File: src/rtl/seq_divider.sv
// Multi-cycle restoring divider: one quotient bit per clock, unsigned or
// two's-complement signed, with a start/done handshake.
module seq_divider #(
  parameter int WIDTH  = 4,
  parameter bit SIGNED = 1'b0
) (
  input  logic             clk,
  input  logic             reset_n,
  input  logic             start,
  input  logic [WIDTH-1:0] dividend,
  input  logic [WIDTH-1:0] divisor,
  output logic             busy,
  output logic             done,
  output logic [WIDTH-1:0] quotient,
  output logic [WIDTH-1:0] remainder,
  output logic             div_by_zero
);

  localparam int CW = (WIDTH > 2) ? $clog2(WIDTH) : 1;

  typedef enum logic [1:0] {IDLE, RUN, FIX, DONE} state_t;

  state_t           state, state_nxt;
  logic [CW-1:0]    cnt;
  logic             accept;

  logic [WIDTH:0]   rem;
  logic [WIDTH:0]   dsr;
  logic [WIDTH-1:0] dvd;
  logic [WIDTH-1:0] dvd_raw;
  logic             neg_a;
  logic             neg_b;
  logic             dz;

  logic [WIDTH:0]   rem_sh;
  logic [WIDTH:0]   rem_nxt;
  logic             q_bit;
  logic [WIDTH-1:0] q_fix;
  logic [WIDTH-1:0] r_fix;

  // Unsigned magnitude; the most negative value maps to 2^(WIDTH-1), which
  // still fits in WIDTH unsigned bits.
  function automatic logic [WIDTH-1:0] magnitude(input logic signed [WIDTH-1:0] v);
    logic signed [WIDTH-1:0] m;
    m = (SIGNED && v[WIDTH-1]) ? -v : v;
    return m;
  endfunction

  function automatic logic [WIDTH-1:0] apply_sign(input logic [WIDTH-1:0] m, input logic neg);
    return neg ? (~m + 1'b1) : m;
  endfunction

  assign accept = (state == IDLE) && start;

  always_comb begin
    rem_sh  = (rem << 1) | {{WIDTH{1'b0}}, dvd[WIDTH-1]};
    q_bit   = (rem_sh >= dsr);
    rem_nxt = q_bit ? (rem_sh - dsr) : rem_sh;
  end

  // Divide by zero bypasses sign correction: all-ones quotient, raw dividend.
  always_comb begin
    q_fix = dz ? {WIDTH{1'b1}} : apply_sign(dvd, neg_a ^ neg_b);
    r_fix = dz ? dvd_raw       : apply_sign(rem[WIDTH-1:0], neg_a);
  end

  // Operand capture and shift/subtract iterations
  always_ff @(posedge clk) begin
    if (accept) begin
      dvd     <= magnitude(dividend);
      dsr     <= {1'b0, magnitude(divisor)};
      rem     <= '0;
      dvd_raw <= dividend;
      neg_a   <= SIGNED & dividend[WIDTH-1];
      neg_b   <= SIGNED & divisor[WIDTH-1];
      dz      <= (divisor == '0);
    end else if (state == RUN) begin
      rem <= rem_nxt;
      dvd <= {dvd[WIDTH-2:0], q_bit};
    end
  end

  // Control state, iteration counter and result registers
  always_ff @(posedge clk) begin
    if (!reset_n) begin
      state       <= IDLE;
      cnt         <= '0;
      quotient    <= '0;
      remainder   <= '0;
      div_by_zero <= 1'b0;
    end else begin
      state <= state_nxt;
      if (accept)
        cnt <= CW'(WIDTH - 1);
      else if ((state == RUN) && (cnt != '0))
        cnt <= cnt - CW'(1);
      if (state == FIX) begin
        quotient    <= q_fix;
        remainder   <= r_fix;
        div_by_zero <= dz;
      end
    end
  end

  always_comb begin
    state_nxt = state;
    busy      = 1'b0;
    done      = 1'b0;
    case (state)
      IDLE: if (start) state_nxt = RUN;
      RUN: begin
        busy = 1'b1;
        if (cnt == '0) state_nxt = FIX;
      end
      FIX: begin
        busy      = 1'b1;
        state_nxt = DONE;
      end
      DONE: begin
        done      = 1'b1;
        state_nxt = IDLE;
      end
      default: state_nxt = IDLE;
    endcase
  end

endmodule

File: config.mk
export PLATFORM = sky130hd
export DESIGN_NAME = seq_divider
export DESIGN_NICKNAME = d
export VERILOG_FILES = /design/src/rtl/seq_divider.sv
export SDC_FILE = /design/constraint.sdc
export NUM_CORES = 1
export LEC_CHECK = 0
export BUFFER_PORTS_ARGS = -buffer_cell sky130_fd_sc_hd__buf_2
export CAP_MARGIN = 20
export CORE_MARGIN = 5
export CORE_UTILIZATION = 59
export CTS_CLUSTER_SIZE = 25
export DETAILED_ROUTE_END_ITERATION = 8
export PLACE_DENSITY = 0.82
export SYNTH_ARGS = -nofsm -noshare
export SYNTH_HDL_FRONTEND = slang
export SYNTH_SLANG_ARGS = --single-unit
File: constraint.sdc
create_clock -name clk -period 3.84 [get_ports clk]
set_input_delay 0.768 -clock clk [delete_from_list [all_inputs] [get_ports clk]]
set_output_delay 0.768 -clock clk [all_outputs]
set_load 0.01 [all_outputs]
---- Yosys cells after proc, flatten, opt, wreduce, memory -nomap -nowiden ----
Index checks and enable logic that the tools add are counted.
operators by class
  order comparisons ....................... 1
  add/sub/neg operators ................... 2
  reductions and logical operators ........ 10
  equal/unequal tests ..................... 5
  bitwise logic cells ..................... 1
  multiplexer cells ....................... 12
operators with widths
  operator                                                number
  two-way mux 4 bit                                       5
  two-way mux 2 bit                                       4
  case mux 2 bit (4 select lines)                         1
  nonzero test 2 bit                                      3
  greater-or-equal comparator 5 x 4 -> 1 bit              1
  bitwise OR 5 x 1 -> 5 bit                               1
  equality test 2 bit (second input constant)             2
  logical NOT 2 bit                                       2
  logical NOT 4 bit                                       1
  subtractor 4 bit                                        1
  equality test 2 x 1 -> 1 bit (second input constant)    1
  logical AND 1 bit                                       2
  two-way mux 1 bit                                       2
  inequality test 2 x 1 -> 1 bit (second input constant)  1
  inequality test 2 bit (second input constant)           1
  AND reduction 2 bit                                     1
  OR reduction 2 bit                                      1
  subtractor 2 x 1 -> 2 bit (second input constant)       1
storage, ports and cells
  register bits after elaboration ......... 30
  word-level logic and storage cells ...... 41
  bits of input ports ..................... 11

---- Logic depth before layout (Yosys ltp) ----
Gate-level depths: netlist (run 1).
  depth in word-level cells ............... 4
  gate-level depth with buffers ........... 7
  mapped depth without buffers ............ 6

---- Least setup slack after synthesis (run 1) ----
No wires, ideal clock.
  kind .................................... input-to-reg
  start point ............................. input port start
  end point ............................... register dvd[1] (data pin)
  cell stages on the path ................. 3
  data arrival time ....................... 1.450 ns
  buffers on the path ..................... 0
  setup slack ............................. 2.130 ns
  cells stage by stage .................... nand2_1 > inv_1 > mux2_2
on the way
  longest elaborated chain between the ends .. 2
ends and longest elaborated chain
  element                 RTL line  RTL
  start: declaration      9         input logic start,
  logical AND 1 bit       53        assign accept = (state == IDLE) && start;
  named net accept        25        logic accept;
  two-way mux 4 bit       69        if (accept) begin
  end signal: assignment  70        dvd <= magnitude(dividend);
  end signal: assignment  79        dvd <= {dvd[WIDTH-2:0], q_bit};
  end: declaration        29        logic [WIDTH-1:0] dvd;
The timed path passes the listed nets, and every way through them passes these cells.
A chain may end at the register's enable or synchronous reset.

---- Final worst setup path (run 1) ----
  start point ............................. register state[0]
  end point ............................... output port busy
on the way
  longest elaborated chain between the ends .. 3
  elaborated cells between the ends (all ways) .. 4
  those cells by class .................... eq/ne (2); mux (1); reduce/logical (1)
ends and longest elaborated chain
  element                                                              RTL line  RTL
  start: declaration                                                   23        state_t state, state_nxt;
  start signal: assignment                                             92        state <= state_nxt;
  equality test 2 x 1 -> 1 bit or equality test 2 bit (tied branches)  109       case (state)
  OR reduction 2 bit (no line) *                                       -
  two-way mux 1 bit *                                                  109
  end: declaration                                                     12        output logic busy,
Mark *: on every way between the ends. The rest lies on a longest branch, timed or not.

==> run_results.csv, run 1 <==
group,metric,value,unit
run_status,outcome,"complete, no violations",
final_layout,area_growth,12.29,%
final_layout,final_common_cell,"buf_2",
place,place_hpwl,2.109,mm
sta,period_needed,2.051,ns
worst_hold_path,hp-class,"register to register",
place,dp.cells,175,
sta,rsz0062_at_grt,"false",
sta,skew,0.007101,ns
grt,gr-total-overflow,0,
clock_network,clockBufferDepth,2,
final_layout,nNetsFinal,176,
critical_path,criticalPathCategory,"register to output port",
grt,grt_max_degree,19,
yosys,yosysSeqAreaShare,0.5092,
critical_path,crit_arrival,1.28,ns
drt,drc_errors,0,
drt,drtIter0Drc,33,
sta,layout_worst_path_cycle_share,0.5342,
power,p_comb_frac,0.441,
die,ios,22,
critical_path,cp_max_fo,4,
clock_network,cts_buffers,5,
clock_network,cts_resized,0,
power,p_switching,0.5202,mW
power,power_leakage,0.7276,nW
yosys,post-synth-top-area-cell,"edfxtp_1",
clock_network,ctsHtreeMaxLevel,2,
drt,via_count,1031,
yosys,synthArstFlopShare,0,
critical_path,cp.required,3.07,ns
clock_network,path_clk_slew,0.09,ns
grt,grt_usage,0.1771,
yosys,synth_edf_count,13,
clock_network,worst_skew_pair.late_latency,0.32,ns
sta,setup-violations-final,0,
die,initial_core_util,0.6306,
clock_network,cts_sinks,30,
yosys,syn_area_per_cell,10.96,um^2
power,p_per_area,835.7,nW/um^2
final_layout,stdcell_count,183,
yosys,netlist_area,1435,um^2
yosys,synth.area.top_cells,"edfxtp_1, dfxtp_1, ha_1",
place,gp_congestion,0.8059,
final_layout,final_cell_mix,"buf_2, dfxtp_1, edfxtp_1",
yosys,ys.flop_type,"dfxtp_1",
yosys,syn_inst,131,
critical_path,endpoint_kind,"output port",
drt,drtAntennaViolNets,0,
drt,viasPerCell,5.634,
die,num_rows,17,
die,die_w,59.32,um
sta,relSlewSlack,0.6288,
drt,detail_route.first_pass.iterations,4,
grt,antenna_found_initial,0,
yosys,ys_ff_latch,30,
critical_path,cp-start-kind,"register",
yosys,synth_warnings,0,
die,die-area,3519,um^2
drt,avgRoutedWirePerCell,14.72,um
clock_network,root_buffer,"clkbuf_4",
flow_run,drv_cap,0,
sta,hold_viol,0,
clock_network,cts_tree,"done",
power,p_seq_frac,0.419,
yosys,synth_fp_nets,153,
final_layout,antenna_cells,0,
power,intPower,0.8266,mW
drt,wl,2.693,mm
final_layout,drive_above_1_share,0.2129,
power,swShare,0.3863,
grt,grt_pass1_wl,4.540,mm
final_layout,nFillCells,170,
yosys,yosysTopAreaCellShare,0.2720,
sta,fin_setup_tns,0,ns
sta,maxSlewViolCount,0,
yosys,yosysUniqueCellTypes,35,
power,clkPwrFrac,0.140,
sta,tightest_slew,0.5569,ns
power,ir_worst_vdd,0.5485,mV
place,io_buffers,21,
clock_network,post_cts_buffers,0,
die,core_area,2276,um^2
grt,grt_pass1_vias,1038,
die,fp.dieH,59.32,um
clock_network,cts-hold-fix-buffers,0,
sta,timing.fmax,487.5,MHz
## power by group through the flow
stage / clock network (mW) / logic, mW / registers (mW)
2_1_floorplan: 0 / 0.448 / 0.555
3_3_place_gp: 0 / 0.565 / 0.563
3_5_place_dp: 0 / 0.594 / 0.571
4_1_cts: 0.194 / 0.598 / 0.564
5_1_grt: 0.209 / 0.677 / 0.582
6_report: 0.188 / 0.594 / 0.565
## per-layer routing
layer | track usage | share of wire
met2 | 0.2808 | 0.49
met3 | 0.07407 | 0.074
met5 | 0 | 0
met4 | 0.08091 | 0.014
met1 | 0.2069 | 0.42
## worst max-delay path, stage by stage, from the launching register on
cell	delay, ns
dfxtp_1	0.41
inv_1	0.10
ha_1	0.31
buf_2	0.14
## sequential cells by signal (all words and copies together) (netlist names)
signal,count
dvd_raw,4
dsr,4
quotient,4
dz,1
div_by_zero,1
dvd,4
cnt,2
state,2
rem,4
remainder,4
## through the flow
step / hold WS, ns / util / power, mW / setup slack [ns] / cell area [um^2]
after detailed placement: 0.4623 / 0.6822 / 1.165 / 1.697 / 1553
after global routing: 0.5001 / 0.7081 / 1.469 / 1.694 / 1612
after global placement: 0.4571 / 0.6822 / 1.128 / 1.784 / 1553
final: 0.4786 / 0.7081 / 1.347 / 1.789 / 1612
after floorplan: 0.4883 / - / 1.004 / 2.130 / 1435
after CTS: 0.4833 / 0.7081 / 1.356 / 1.769 / 1612
## cell type report
| cell class | count | area (um^2) | area share |
|---|---|---|---|
| repair buffers | 21 | 105.1 | 0.06522 |
| flip-flops and latches | 30 | 730.7 | 0.4534 |
| clock buffers | 8 | 58.81 | 0.03649 |
| inverters | 12 | 45.04 | 0.02795 |
| well taps | 28 | 35.03 | 0.02174 |
| multi-input cells | 84 | 636.9 | 0.3952 |
## path summary, 6_finish.rpt
path | from | to | slack, ns | depth (start not counted)
max | state[0] | busy | 1.79 | 3
max reg2reg | state[0] | dvd[3] | 1.91 | 5
min | remainder[1] | remainder[1] | 0.48 | 1
min reg2reg | remainder[1] | remainder[1] | 0.48 | 1
## synthesized netlist by cell type (2+ instances only)
library cell / n
xnor2_1: 2
a31oi_1: 3
mux2_2: 3
nor2b_1: 5
nand2_1: 8
clkbuf_1: 3
edfxtp_1: 13
ha_1: 10
inv_1: 12
nor2_1: 8
nand3_1: 3
dfxtp_1: 17
a21boi_0: 2
mux2i_1: 5
nor4_1: 2
o21ai_0: 8
o211a_1: 5
a21oi_1: 5
## logic make-up (layout without fill, tap and decap cells)
| family | Yosys count | count (layout) | synth area share |
|---|---|---|---|
| AOI/OAI and AO/OA | 32 | 32 | 0.1622 |
| and+or+nand+nor | 31 | 31 | 0.1099 |
| DFF | 30 | 30 | 0.5092 |
| buffers and inverters | 17 | 41 | 0.04708 |
| adders and majority gates | 11 | 11 | 0.1011 |
| muxes | 8 | 8 | 0.05841 |
| xor gates and xnor gates | 2 | 2 | 0.01221 |
Power figures use the tool's default switching activity.
==> run 2, diff against run 1 <==
CORE_UTILIZATION = 55   (was 59)
PLACE_DENSITY = 0.78   (was 0.82)
clock period = 2.1 ns   (was 3.84 ns; I/O delays follow)
==> run_results.csv, run 2 (synthesis gave the netlist of run 1 again) <==
group,metric,value,unit
run_status,outcome,"complete, no violations",
power,intPower,1.522,mW
grt,antenna_found_initial,0,
clock_network,ctsHtreeMaxLevel,2,
sta,timing.fmax,547.0,MHz
grt,grt_pass1_wl,4.629,mm
flow_run,drv_cap,0,
clock_network,post_cts_buffers,0,
power,clkPwrFrac,0.142,
clock_network,clockBufferDepth,2,
clock_network,cts_sinks,30,
final_layout,register_area,730.7,um^2
final_layout,drive_above_1_share,0.2179,
die,die-area,3731,um^2
critical_path,crit_arrival,2.09,ns
die,initial_core_util,0.5793,
die,core_area,2477,um^2
die,ios,22,
drt,wl,2.711,mm
critical_path,path_buf_inv,1,
critical_path,cp-startpoint,"dsr[1]",
clock_network,path_clk_slew,0.09,ns
final_layout,nFillCells,200,
place,io_buffers,21,
drt,drtAntennaViolNets,0,
clock_network,cts_buffers,5,
clock_network,worst_skew_pair.late_latency,0.32,ns
power,p_per_area,1531,nW/um^2
critical_path,cp-start-kind,"register",
drt,viasPerCell,5.495,
critical_path,crit_chain,"inv_1, ha_1, nor2b_1, o221ai_2, a2111oi_0, a311o_1",
final_layout,final_cell_mix,"buf_2, dfxtp_1, edfxtp_1",
sta,tightest_slew,0.5425,ns
power,ir_worst_vdd,0.9801,mV
final_layout,area_growth,12.99,%
final_layout,final_common_cell,"buf_2",
drt,drc_errors,0,
sta,setup-violations-final,0,
drt,via_count,1022,
grt,grt_usage,0.1739,
sta,skew,0.01077,ns
critical_path,criticalPathCategory,"register to register",
power,swShare,0.3873,
final_layout,nNetsFinal,177,
power,p_switching,0.9616,mW
die,die_w,61.08,um
grt,grt_pass1_vias,1013,
clock_network,cts_resized,0,
critical_path,reg2reg_from,"dsr[1]",
sta,hold_viol,0,
sta,rsz0062_at_grt,"false",
grt,grt_max_degree,19,
critical_path,cp.required,2.36,ns
power,power_leakage,0.7321,nW
sta,layout_worst_path_cycle_share,0.8705,
clock_network,root_buffer,"clkbuf_4",
final_layout,multi_input_area,636.9,um^2
power,p_comb_frac,0.446,
sta,period_needed,1.828,ns
drt,detail_route.first_pass.iterations,4,
drt,drtIter0Drc,33,
critical_path,cpMaxStageDelayCell,"a2111oi_0",
final_layout,stdcell_count,186,
sta,fin_setup_tns,0,ns
worst_hold_path,hold_start,"divisor[1]",
clock_network,cts-hold-fix-buffers,0,
die,num_rows,18,
place,place_hpwl,2.105,mm
power,p_seq_frac,0.412,
place,dp.cells,178,
place,gp_congestion,0.8280,
grt,gr-total-overflow,0,
critical_path,cp_max_fo,5,
clock_network,cts_tree,"done",
drt,avgRoutedWirePerCell,14.58,um
sta,relSlewSlack,0.6383,
critical_path,slowest_delay,0.43,ns
sta,maxSlewViolCount,0,
final_layout,antenna_cells,0,
worst_hold_path,hp-class,"input pin to register",
die,fp.dieH,61.08,um
critical_path,endpoint_kind,"register",
critical_path,crit_family,"compound AO/OA/AOI/OAI gates",
-- run 2: changes by cell type in the layout (fill, tap and decap cells not counted) --
cell / change
buf_4: +1
-- run 2: final timing paths --
path	end	slack, ns	cells past startpoint
min	dsr[1]	0.29	1
min reg2reg	remainder[2]	0.49	1
max reg2reg	rem[1]	0.27	6
max	rem[1]	0.27	6
-- run 2: metal layers --
layer	global-route usage	wire, um
met1	0.2040	1106
met2	0.2885	1386
met3	0.05451	151
met4	0.08359	66
met5	0	0
-- run 2: layout make-up --
class                           instances  share of cell area
Clock buffer                            8             0.03627
Inverter                               12             0.02778
Multi-Input combinational cell         84              0.3927
Sequential cell                        30              0.4506
Tap cell                               30             0.02315
Timing Repair Buffer                   22             0.06944
-- run 2: power by group through the flow --
stage | registers [mW] | logic, mW | clock network (mW)
floorplan | 1.02 | 0.820 | 0
CTS | 1.02 | 1.12 | 0.363
global route | 1.06 | 1.26 | 0.388
global placement | 1.03 | 1.06 | 0
finish | 1.02 | 1.11 | 0.352
detailed placement | 1.04 | 1.11 | 0
-- run 2: metrics by stage --
step                  util  setup slack, ns  hold WS [ns]  area [um^2]  power, mW
finish              0.6545           0.2720        0.2865         1622      2.483
global route        0.6545           0.1096        0.2606         1622      2.707
CTS                 0.6545           0.2605        0.2662         1622      2.504
global placement    0.6308           0.3895        0.4577         1563      2.082
detailed placement  0.6308           0.2903        0.4665         1563      2.146
floorplan                -           0.4620        0.4883         1435      1.835
==> run 3, diff against run 2 <==
CORE_MARGIN = 10   (was 5)
==> run_results.csv, run 3 (synthesis gave the netlist of run 1 again) <==
group,metric,value,unit
drt,drtIter0Drc,49,
power,clkPwrFrac,0.211,
final_layout,fin_util,0.6753,
power,swShare,0.3654,
sta,tightest_slew,0.5541,ns
place,gp_congestion,0.9160,
die,die-area,5052,um^2
power,p_per_area,1634,nW/um^2
final_layout,drive_above_1_share,0.2293,
grt,grt_pass1_vias,1132,
grt,grt_usage,0.1228,
critical_path,endpoint_kind,"register",
worst_hold_path,hp-class,"input pin to register",
drt,viasPerCell,5.588,
final_layout,area_growth,16.56,%
clock_network,worst_skew_pair.late_latency,0.33,ns
die,num_rows,18,
critical_path,criticalPathCategory,"register to register",
sta,skew,0.01702,ns
clock_network,clockBufferDepth,2,
die,die_w,71.08,um
drt,detail_route.first_pass.iterations,4,
drt,drc_errors,0,
critical_path,cp.required,2.38,ns
die,core_area,2477,um^2
power,power_leakage,0.7575,nW
final_layout,nNetsFinal,178,
place,place_hpwl,2.175,mm
final_layout,nFillCells,201,
grt,grt_max_degree,19,
clock_network,root_buffer,"clkbuf_4",
place,io_buffers,21,
sta,hold_viol,0,
clock_network,cts_tree,"done",
sta,layout_worst_path_cycle_share,0.9042,
drt,wl,2.951,mm
sta,period_needed,1.899,ns
sta,maxSlewViolCount,0,
flow_run,drv_cap,0,
worst_hold_path,hold_depth,1,
die,initial_core_util,0.5793,
final_layout,final_cell_mix,"buf_2, dfxtp_1, edfxtp_1",
critical_path,cp-start-kind,"register",
critical_path,slowest_delay,0.48,ns
grt,gr-total-overflow,0,
critical_path,cpMaxStageDelayCell,"a2111oi_1",
drt,via_count,1045,
critical_path,crit_arrival,2.17,ns
critical_path,cp_max_fo,5,
die,fp.dieH,71.08,um
critical_path,rr_worst_depth,6,
clock_network,cts_buffers,5,
sta,relSlewSlack,0.6306,
grt,grt_pass1_wl,5.043,mm
final_layout,final_common_cell,"buf_2",
sta,fin_setup_tns,0,ns
die,ios,22,
power,intPower,1.734,mW
sta,setup-violations-final,0,
power,ir_worst_vdd,1.059,mV
clock_network,cts-hold-fix-buffers,0,
clock_network,path_clk_slew,0.11,ns
sta,rsz0062_at_grt,"false",
clock_network,cts_sinks,30,
power,p_switching,0.9986,mW
grt,antenna_found_initial,0,
run_status,outcome,"complete, no violations",
drt,avgRoutedWirePerCell,15.78,um
sta,timing.fmax,526.7,MHz
power,p_comb_frac,0.415,
final_layout,antenna_cells,0,
power,p_seq_frac,0.375,
clock_network,ctsHtreeMaxLevel,2,
drt,drtAntennaViolNets,0,
critical_path,crit_chain,"inv_1, ha_1, nor2b_1, o221ai_2, a2111oi_1, a311o_1",
==> run 3: cell types whose count changed in the layout (fill, tap and decap cells not counted) <==
cell       delta
buf_4         +1
clkinv_1      +1
bufinv_16     +2
clkbuf_1      -2
clkbuf_8      -1
a2111oi_1     +1
a2111oi_0     -1
==> run 3: final timing paths <==
path,slack [ns],startpoint,to
worst max-delay path,0.20,dsr[1],rem[1]
worst min-delay path,0.27,dividend[3],dvd_raw[3]
worst max register to register,0.20,dsr[1],rem[1]
worst min register to register,0.49,remainder[2],remainder[2]
==> run 3: worst max-delay path: cells and delay by family, from the launching register on <==
family / cells / cell delay [ns]
fa+ha+maj: 1 / 0.29
simple gates: 1 / 0.25
compound gates: 3 / 0.87
flops: 1 / 0.38
buf+inv: 1 / 0.06
==> run 3: stage by stage <==
| step | setup slack [ns] | cell area, um^2 | hold WS, ns | total power [mW] | instances |
|---|---|---|---|---|---|
| 2_1_floorplan | 0.4620 | 1435 | 0.4883 | 1.835 | 131 |
| 3_3_place_gp | 0.4053 | 1570 | 0.4573 | 2.095 | 179 |
| 3_5_place_dp | 0.2875 | 1570 | 0.4705 | 2.152 | 179 |
| 4_1_cts | 0.1251 | 1672 | 0.2563 | 2.748 | 187 |
| 5_1_grt | 0.03600 | 1673 | 0.2562 | 2.938 | 187 |
| 6_report | 0.2012 | 1673 | 0.2678 | 2.733 | 187 |
==> run 3: final cells by class <==
cell class | instances | area, um^2 | area share
flip-flops and latches | 30 | 730.7 | 0.4368
clock inverters | 3 | 63.81 | 0.03815
inverters | 12 | 45.04 | 0.02693
well taps | 30 | 37.54 | 0.02244
multi-input cells | 84 | 638.1 | 0.3815
repair buffers | 23 | 120.1 | 0.07180
clock buffers | 5 | 37.54 | 0.02244
==> run 3: metal layers <==
layer	track usage	routed length, um
met3	0.04742	162
met2	0.2186	1533
met4	0.06022	76
met1	0.1214	1179
met5	0	0
==> run 3: timing repair <==
item	CTS	global route
setup endpoints to repair	0	1
setup buffers	0	0
resized for setup	0	1
==> run 3: power groups by stage <==
stage	combinational, mW	clock (mW)	sequential [mW]
floorplan	0.820	0	1.02
global placement	1.07	0	1.02
detailed placement	1.12	0	1.04
CTS	1.14	0.584	1.03
global route	1.28	0.606	1.05
finish	1.13	0.575	1.02
